--- src/rtl/shift_rows_pipe.sv ---
`default_nettype none
// ============================================================================
// Module   : shift_rows_pipe
// Purpose  : Rijndael ShiftRows / InvShiftRows for NB = 4, 6 or 8 columns,
//            followed by a valid/ready register pipeline of STAGES stages.
//            Optional sideband tag path enabled by SHIFT_ROWS_PIPE_TAG_EN.
// Revision : 1.0 - initial release
// ============================================================================
module shift_rows_pipe #(
   parameter int NB     = 4,
   parameter int STAGES = 1,
   parameter int TAG_W  = 8
) (
   input  logic              i_clock,
   input  logic              i_reset_n,
   input  logic              i_valid,
   output logic              o_ready,
   input  logic              i_inverse,
   input  logic [0:32*NB-1]  i_data,
   output logic              o_valid,
   input  logic              i_ready,
   output logic [0:32*NB-1]  o_data
`ifdef SHIFT_ROWS_PIPE_TAG_EN
   ,
   input  logic [TAG_W-1:0]  i_tag,
   output logic [TAG_W-1:0]  o_tag
`endif
);

   localparam int c_W = 32 * NB;

   generate
      if (!(NB == 4 || NB == 6 || NB == 8)) begin : g_bad_nb
         $error("shift_rows_pipe: NB must be 4, 6 or 8");
      end
      if (STAGES < 1 || STAGES > 4) begin : g_bad_stages
         $error("shift_rows_pipe: STAGES must be in 1..4");
      end
      if (TAG_W < 1) begin : g_bad_tag_w
         $error("shift_rows_pipe: TAG_W must be at least 1");
      end
   endgenerate

   // Byte permutation: every destination byte selects one of two fixed sources.
   logic [0:c_W-1] w_shifted;

   generate
      for (genvar c = 0; c < NB; c++) begin : g_col
         for (genvar r = 0; r < 4; r++) begin : g_row
            localparam int c_S   = (NB == 8 && r >= 2) ? r + 1 : r;
            localparam int c_DST = 4 * c + r;
            localparam int c_FWD = 4 * ((c + c_S) % NB) + r;
            localparam int c_INV = 4 * ((c + NB - c_S) % NB) + r;
            assign w_shifted[8*c_DST +: 8] = i_inverse ? i_data[8*c_INV +: 8]
                                                       : i_data[8*c_FWD +: 8];
         end
      end
   endgenerate

   logic [STAGES-1:0] r_valid;
   logic [0:c_W-1]    r_data [STAGES];
   logic [STAGES-1:0] w_adv;
   logic [STAGES-1:0] w_up_valid;
   logic [0:c_W-1]    w_up_data [STAGES];

   // Stage k may advance when downstream accepts or any stage at or after k
   // is empty; this is the unrolled form of the per-stage ready chain.
   generate
      for (genvar k = 0; k < STAGES; k++) begin : g_link
         assign w_adv[k] = i_ready | ~(&r_valid[STAGES-1:k]);
         if (k == 0) begin : g_head
            assign w_up_valid[k] = i_valid;
            assign w_up_data[k]  = w_shifted;
         end else begin : g_body
            assign w_up_valid[k] = r_valid[k-1];
            assign w_up_data[k]  = r_data[k-1];
         end
      end
   endgenerate

   always_ff @(posedge i_clock or negedge i_reset_n) begin
      if (!i_reset_n) begin
         r_valid <= '0;
         for (int k = 0; k < STAGES; k++) begin
            r_data[k] <= '0;
         end
      end else begin
         for (int k = 0; k < STAGES; k++) begin
            if (w_adv[k]) begin
               r_valid[k] <= w_up_valid[k];
               if (w_up_valid[k]) begin
                  r_data[k] <= w_up_data[k];
               end
            end
         end
      end
   end

`ifdef SHIFT_ROWS_PIPE_TAG_EN
   logic [TAG_W-1:0] r_tag [STAGES];

   always_ff @(posedge i_clock or negedge i_reset_n) begin
      if (!i_reset_n) begin
         for (int k = 0; k < STAGES; k++) begin
            r_tag[k] <= '0;
         end
      end else begin
         for (int k = 0; k < STAGES; k++) begin
            if (w_adv[k] && w_up_valid[k]) begin
               r_tag[k] <= (k == 0) ? i_tag : r_tag[(k == 0) ? 0 : k - 1];
            end
         end
      end
   end

   assign o_tag = r_tag[STAGES-1];
`endif

   assign o_ready = w_adv[0];
   assign o_valid = r_valid[STAGES-1];
   assign o_data  = r_data[STAGES-1];

endmodule
`default_nettype wire

--- config.mk ---
export PLATFORM = sky130hd
export DESIGN_NAME = shift_rows_pipe
export DESIGN_NICKNAME = d
export VERILOG_FILES = /design/src/rtl/shift_rows_pipe.sv
export SDC_FILE = /design/constraint.sdc
export NUM_CORES = 1
export LEC_CHECK = 0
export BUFFER_PORTS_ARGS = -buffer_cell sky130_fd_sc_hd__buf_2
export CORE_MARGIN = 2
export CORE_UTILIZATION = 47
export CTS_BUF_LIST = sky130_fd_sc_hd__clkbuf_16
export DETAILED_ROUTE_END_ITERATION = 10
export PLACE_DENSITY = 0.81
export SETUP_SLACK_MARGIN = 0.4
export SYNTH_ARGS = -nofsm -noshare
export SYNTH_HDL_FRONTEND = slang
export SYNTH_SLANG_ARGS = --single-unit
--- constraint.sdc ---
create_clock -name i_clock -period 1.42 [get_ports i_clock]
set_input_delay 0.142 -clock i_clock [delete_from_list [all_inputs] [get_ports i_clock]]
set_output_delay 0.142 -clock i_clock [all_outputs]
set_load 0.03 [all_outputs]
==> results_dict.tcl, run 1 <==
set metrics [dict create \
    ios 263 \
    overall_die_height_um 112.7 \
    netlist_top_cells_area "dfrtp_1 (58%), mux2_2 (12%), mux2i_1 (12%)" \
    maximum_number_of_pins_on_one_net_before_global_route_repair 130 \
    synth_top_cell_by_area "dfrtp_1" \
    mappedNetlistNets 563 \
    detailedPlacementHpwl_um 10510 \
    post_synth_num_cell_types 11 \
    yosys_warnings 0 \
    gp_congestion 0.8212 \
    starting_density_pct 48.42 \
    postSynthCellCount 430 \
    root_buffer "clkbuf_16" \
    syn_area_mm2 0.005553 \
    globalroute.repair_timing.worst_endpoint "o_ready" \
    synth_sequential_area_ratio_pct 58.13 \
    die_width_um 112.7 \
    tool.error "[ERROR DPL-0038] Utilization greater than 100%, impossible to legalize" \
    status "did not finish" \
    clock_tree.buffer_depth 2 \
    timing.worst_endpoint.kind "output port" \
    synth-seq-cells 129 \
    stop_stage "global routing" \
    cts.htree.levels 4 \
    io_buffers 262 \
    clock_sink_count 129 \
    yosys.area.top_type_share_pct 58.13 \
    num_rows 39 \
    cts-buffers-inserted 17 \
    syn_avg_cell_area_um2 12.91 \
]
## timing repair
| action | 4_1_cts |
|---|---|
| resized for setup | 348 |
| endpoints found under the setup margin | 259 |
| setup buffers | 65 |
| pin swaps | 37 |
| gates cloned | 13 |
| hold buffers | 65 |
| endpoints found under the hold margin | 87 |
## cell families after synthesis
family                 count (synthesis)  share of synthesized area [%]
DFF                                  129                          58.13
buffers and inverters                 42                          3.943
AOI/OAI and AO/OA                    128                          12.98
muxes                                128                          24.52
and+or+nand+nor                        3                         0.4281
## cell usage after synthesis
| library cell | n |
|---|---|
| mux2_1 | 4 |
| mux2_2 | 60 |
| mux2i_1 | 64 |
| clkbuf_1 | 9 |
| dfrtp_1 | 129 |
| a31oi_1 | 64 |
| buf_2 | 25 |
| buf_4 | 8 |
| nand2b_1 | 2 |
| nand2_4 | 1 |
| a21oi_1 | 64 |
## through the flow
step	cells	utilization, %	area (um^2)	worst slack [ns]
2_1_floorplan	430	-	5600	0.09372
3_3_place_gp	810	62.26	7139	0.1175
3_5_place_dp	810	62.26	7139	0.05979
4_1_cts	984	90.82	10420	0.02832
==> run 2: changes to the inputs <==
--- a/config.mk
+++ b/config.mk
@@ -7,11 +7,9 @@
 export LEC_CHECK = 0
 export BUFFER_PORTS_ARGS = -buffer_cell sky130_fd_sc_hd__buf_2
 export CORE_MARGIN = 2
-export CORE_UTILIZATION = 47
-export CTS_BUF_LIST = sky130_fd_sc_hd__clkbuf_16
+export CORE_UTILIZATION = 40
 export DETAILED_ROUTE_END_ITERATION = 10
-export PLACE_DENSITY = 0.81
-export SETUP_SLACK_MARGIN = 0.4
+export PLACE_DENSITY_LB_ADDON = 0.15
 export SYNTH_ARGS = -nofsm -noshare
 export SYNTH_HDL_FRONTEND = slang
 export SYNTH_SLANG_ARGS = --single-unit
==> results_dict.tcl, run 2 <==
set metrics [dict create \
    ios 263 \
    worst_hold_path_type "input port to register" \
    drtPass1Iterations 4 \
    total_placed_cells_including_tap_cells 844 \
    overflow_left_after_global_routing 0 \
    root_buffer "clkbuf_16" \
    power.ir.vdd_worst_v 0.0006334 \
    timing.final.ws_setup_ns 0.04862 \
    final_slew_viol_count 0 \
    worst-slew-pin-transition_ns 0.5413 \
    synth_common_cells "dfrtp_1 (129), a21oi_1 (64), a31oi_1 (64), mux2i_1 (64), mux2_2 (60)" \
    clk_latency_ns 0.41 \
    tritoncts_clock_tree "yes" \
    end_kind "primary output" \
    pre_cts_slack_ns 0.09465 \
    synth_compound_gate_area_share_pct 12.98 \
    postSynthCellCount 430 \
    critPathKind "register to primary output" \
    async_reset_ff_share_pct 100.0 \
    layout_common_cells "buf_2 (258), dfrtp_1 (128), dlygate4sd3_1 (65)" \
    floorplan_die_area_mm2 0.01484 \
    yosys_warnings 0 \
    path_max_fanout 10 \
    layout-area-overhead-vs-synth_pct 54.28 \
    netlist_top_cells_area "dfrtp_1 (58%), mux2_2 (12%), mux2i_1 (12%)" \
    timing.critical_path.slowest_cell_delay_ns 0.42 \
    cts-buffers-inserted 17 \
    clkTransAtPathRegs_ns 0.06 \
    antenna_left 0 \
    grt_pass1_wl_um 24410 \
    clock_skew_ns 0.004433 \
    worstPathCellList "nand2b_4 > buf_16 > buf_6" \
    post_synth_num_cell_types 11 \
    layout.cells.non_filler 948 \
    num_rows 43 \
    mappedNetlistNets 563 \
    syn_area_mm2 0.005553 \
    synthSimpleGateAreaFrac_pct 0.4281 \
    synth.mux.area_fraction_pct 24.52 \
    yosys.cell_count.top_type "dfrtp_1" \
    groute.usage.overall_pct 21.35 \
    critPathSlowestCell "dfrtp_2" \
    yosys.area_share.xor_xnor_pct 0 \
    drt-total-wl_um 15780 \
    first_global_vias 4768 \
    synth-main-ff-cell "dfrtp_1" \
    antennaDiodeCount 0 \
    syn_avg_cell_area_um2 12.91 \
    largest_register_ffs 128 \
    layout_commonest_cell "buf_2" \
    setup_viol 0 \
    starting_density_pct 40.47 \
    power.static_leakage_nw 4.090 \
    hold_slack_ns 0.06572 \
    finish.net_count 888 \
    min_period_over_period_pct 96.58 \
    gp_congestion 0.7478 \
    cap_violations 0 \
    count_of_flip_flops_with_a_built_in_enable_after_synthesis 0 \
    maximum_number_of_pins_on_one_net_before_global_route_repair 130 \
    drt_iter0_drc 182 \
    synth_sequential_area_ratio_pct 58.13 \
    yosys.area.top_type_share_pct 58.13 \
    dr_total_vias 4659 \
    final_core_util_pct 62.44 \
    critPathRequiredTime_ns 1.28 \
    power.density_mw_per_mm2 1464 \
    detail_route.wl_per_cell_um 16.65 \
    achievable-frequency_mhz 729.2 \
    hold_violations 0 \
    via_density 4.915 \
    clock_sink_count 129 \
    worstPathArrival_ns 1.23 \
    io_buffers 262 \
    die_width_um 121.8 \
    grt_setup_unrepaired "false" \
    fin_tns_setup_ns 0 \
    layout-drive-gt1-share_pct 49.09 \
    synth-seq-cells 129 \
    clock_tree.buffer_depth 2 \
    status "finished, final reports clean" \
    overall_die_height_um 121.8 \
    max_slew_margin_pct 63.91 \
    synth_fa_ha_area_share_pct 0 \
    antenna_found_initial 0 \
    dominant_combinational_cell_family_by_area_after_synthesis "multiplexers" \
    detailedPlacementHpwl_um 9999 \
    cts.htree.levels 4 \
    synth_top_cell_by_area "dfrtp_1" \
    post-route-min-period_ns 1.371 \
    fp.coreArea_mm2 0.01372 \
    drc 0 \
    cp-start-kind "register" \
]
run 2: cell counts after synthesis:
No cell type changed its count.
run 2: timing repair:
item                       CTS  global route
setup buffers                1             3
setup endpoints to repair    1            12
hold endpoints to repair   193             0
hold buffers                65             0
cloned                       3             0
gates resized for setup      3             4
run 2: per-stage QoR:
step                area (um^2)  power, mW
floorplan                  5554      6.471
global placement           7117      7.503
detailed placement         7117      7.572
CTS                        8547      12.66
global route               8567      13.10
finish                     8567      12.54
run 2: where the power goes:
part | total [mW] | internal [mW] | switching (mW)
combinational | 3.23 | 1.20 | 2.02
sequential | 4.49 | 4.22 | 0.276
clock | 4.82 | 3.22 | 1.60
run 2: worst paths after layout:
kind | startpoint | slack, ns | cells after the start | end
max | o_valid | 0.05 | 3 | o_ready
max in group asynchronous | i_reset_n | 0.72 | 3 | o_data[90]
max reg2reg | o_valid | 0.08 | 4 | o_data[66]
min reg2reg | o_data[54] | 0.49 | 1 | o_data[54]
min in group asynchronous | i_reset_n | 0.27 | 3 | o_data[65]
min | i_data[126] | 0.07 | 3 | o_data[30]
run 2: metal layers:
metal / track usage [%] / wire length, um
met1: 26.33 / 6433
met2: 34.99 / 7738
met5: 0 / 0
met3: 6.976 / 1328
met4: 7.974 / 280
run 2: logic make-up after synthesis:
| family | count (synthesis) |
|---|---|
| compound gates | 128 |
| simple gates | 3 |
| buf+inv | 42 |
| flops | 129 |
| mux | 128 |
run 2: layout make-up:
cell class / count / area, um^2
timing repair buffer: 348 / 2338
clock inverter: 12 / 203.9
tap: 180 / 225.2
fill: 1087 / 5152
sequential: 129 / 3229
multi-input combinational: 259 / 2113
clock buffer: 20 / 456.7
run 2: worst max-delay path, delay by kind of cell, from the launching register on:
kind	cells	cell delay [ns]
buffers and inverters	2	0.27
and+or+nand+nor	1	0.12
DFF	1	0.42
Note: power is estimated with default switching activity, not from simulation.
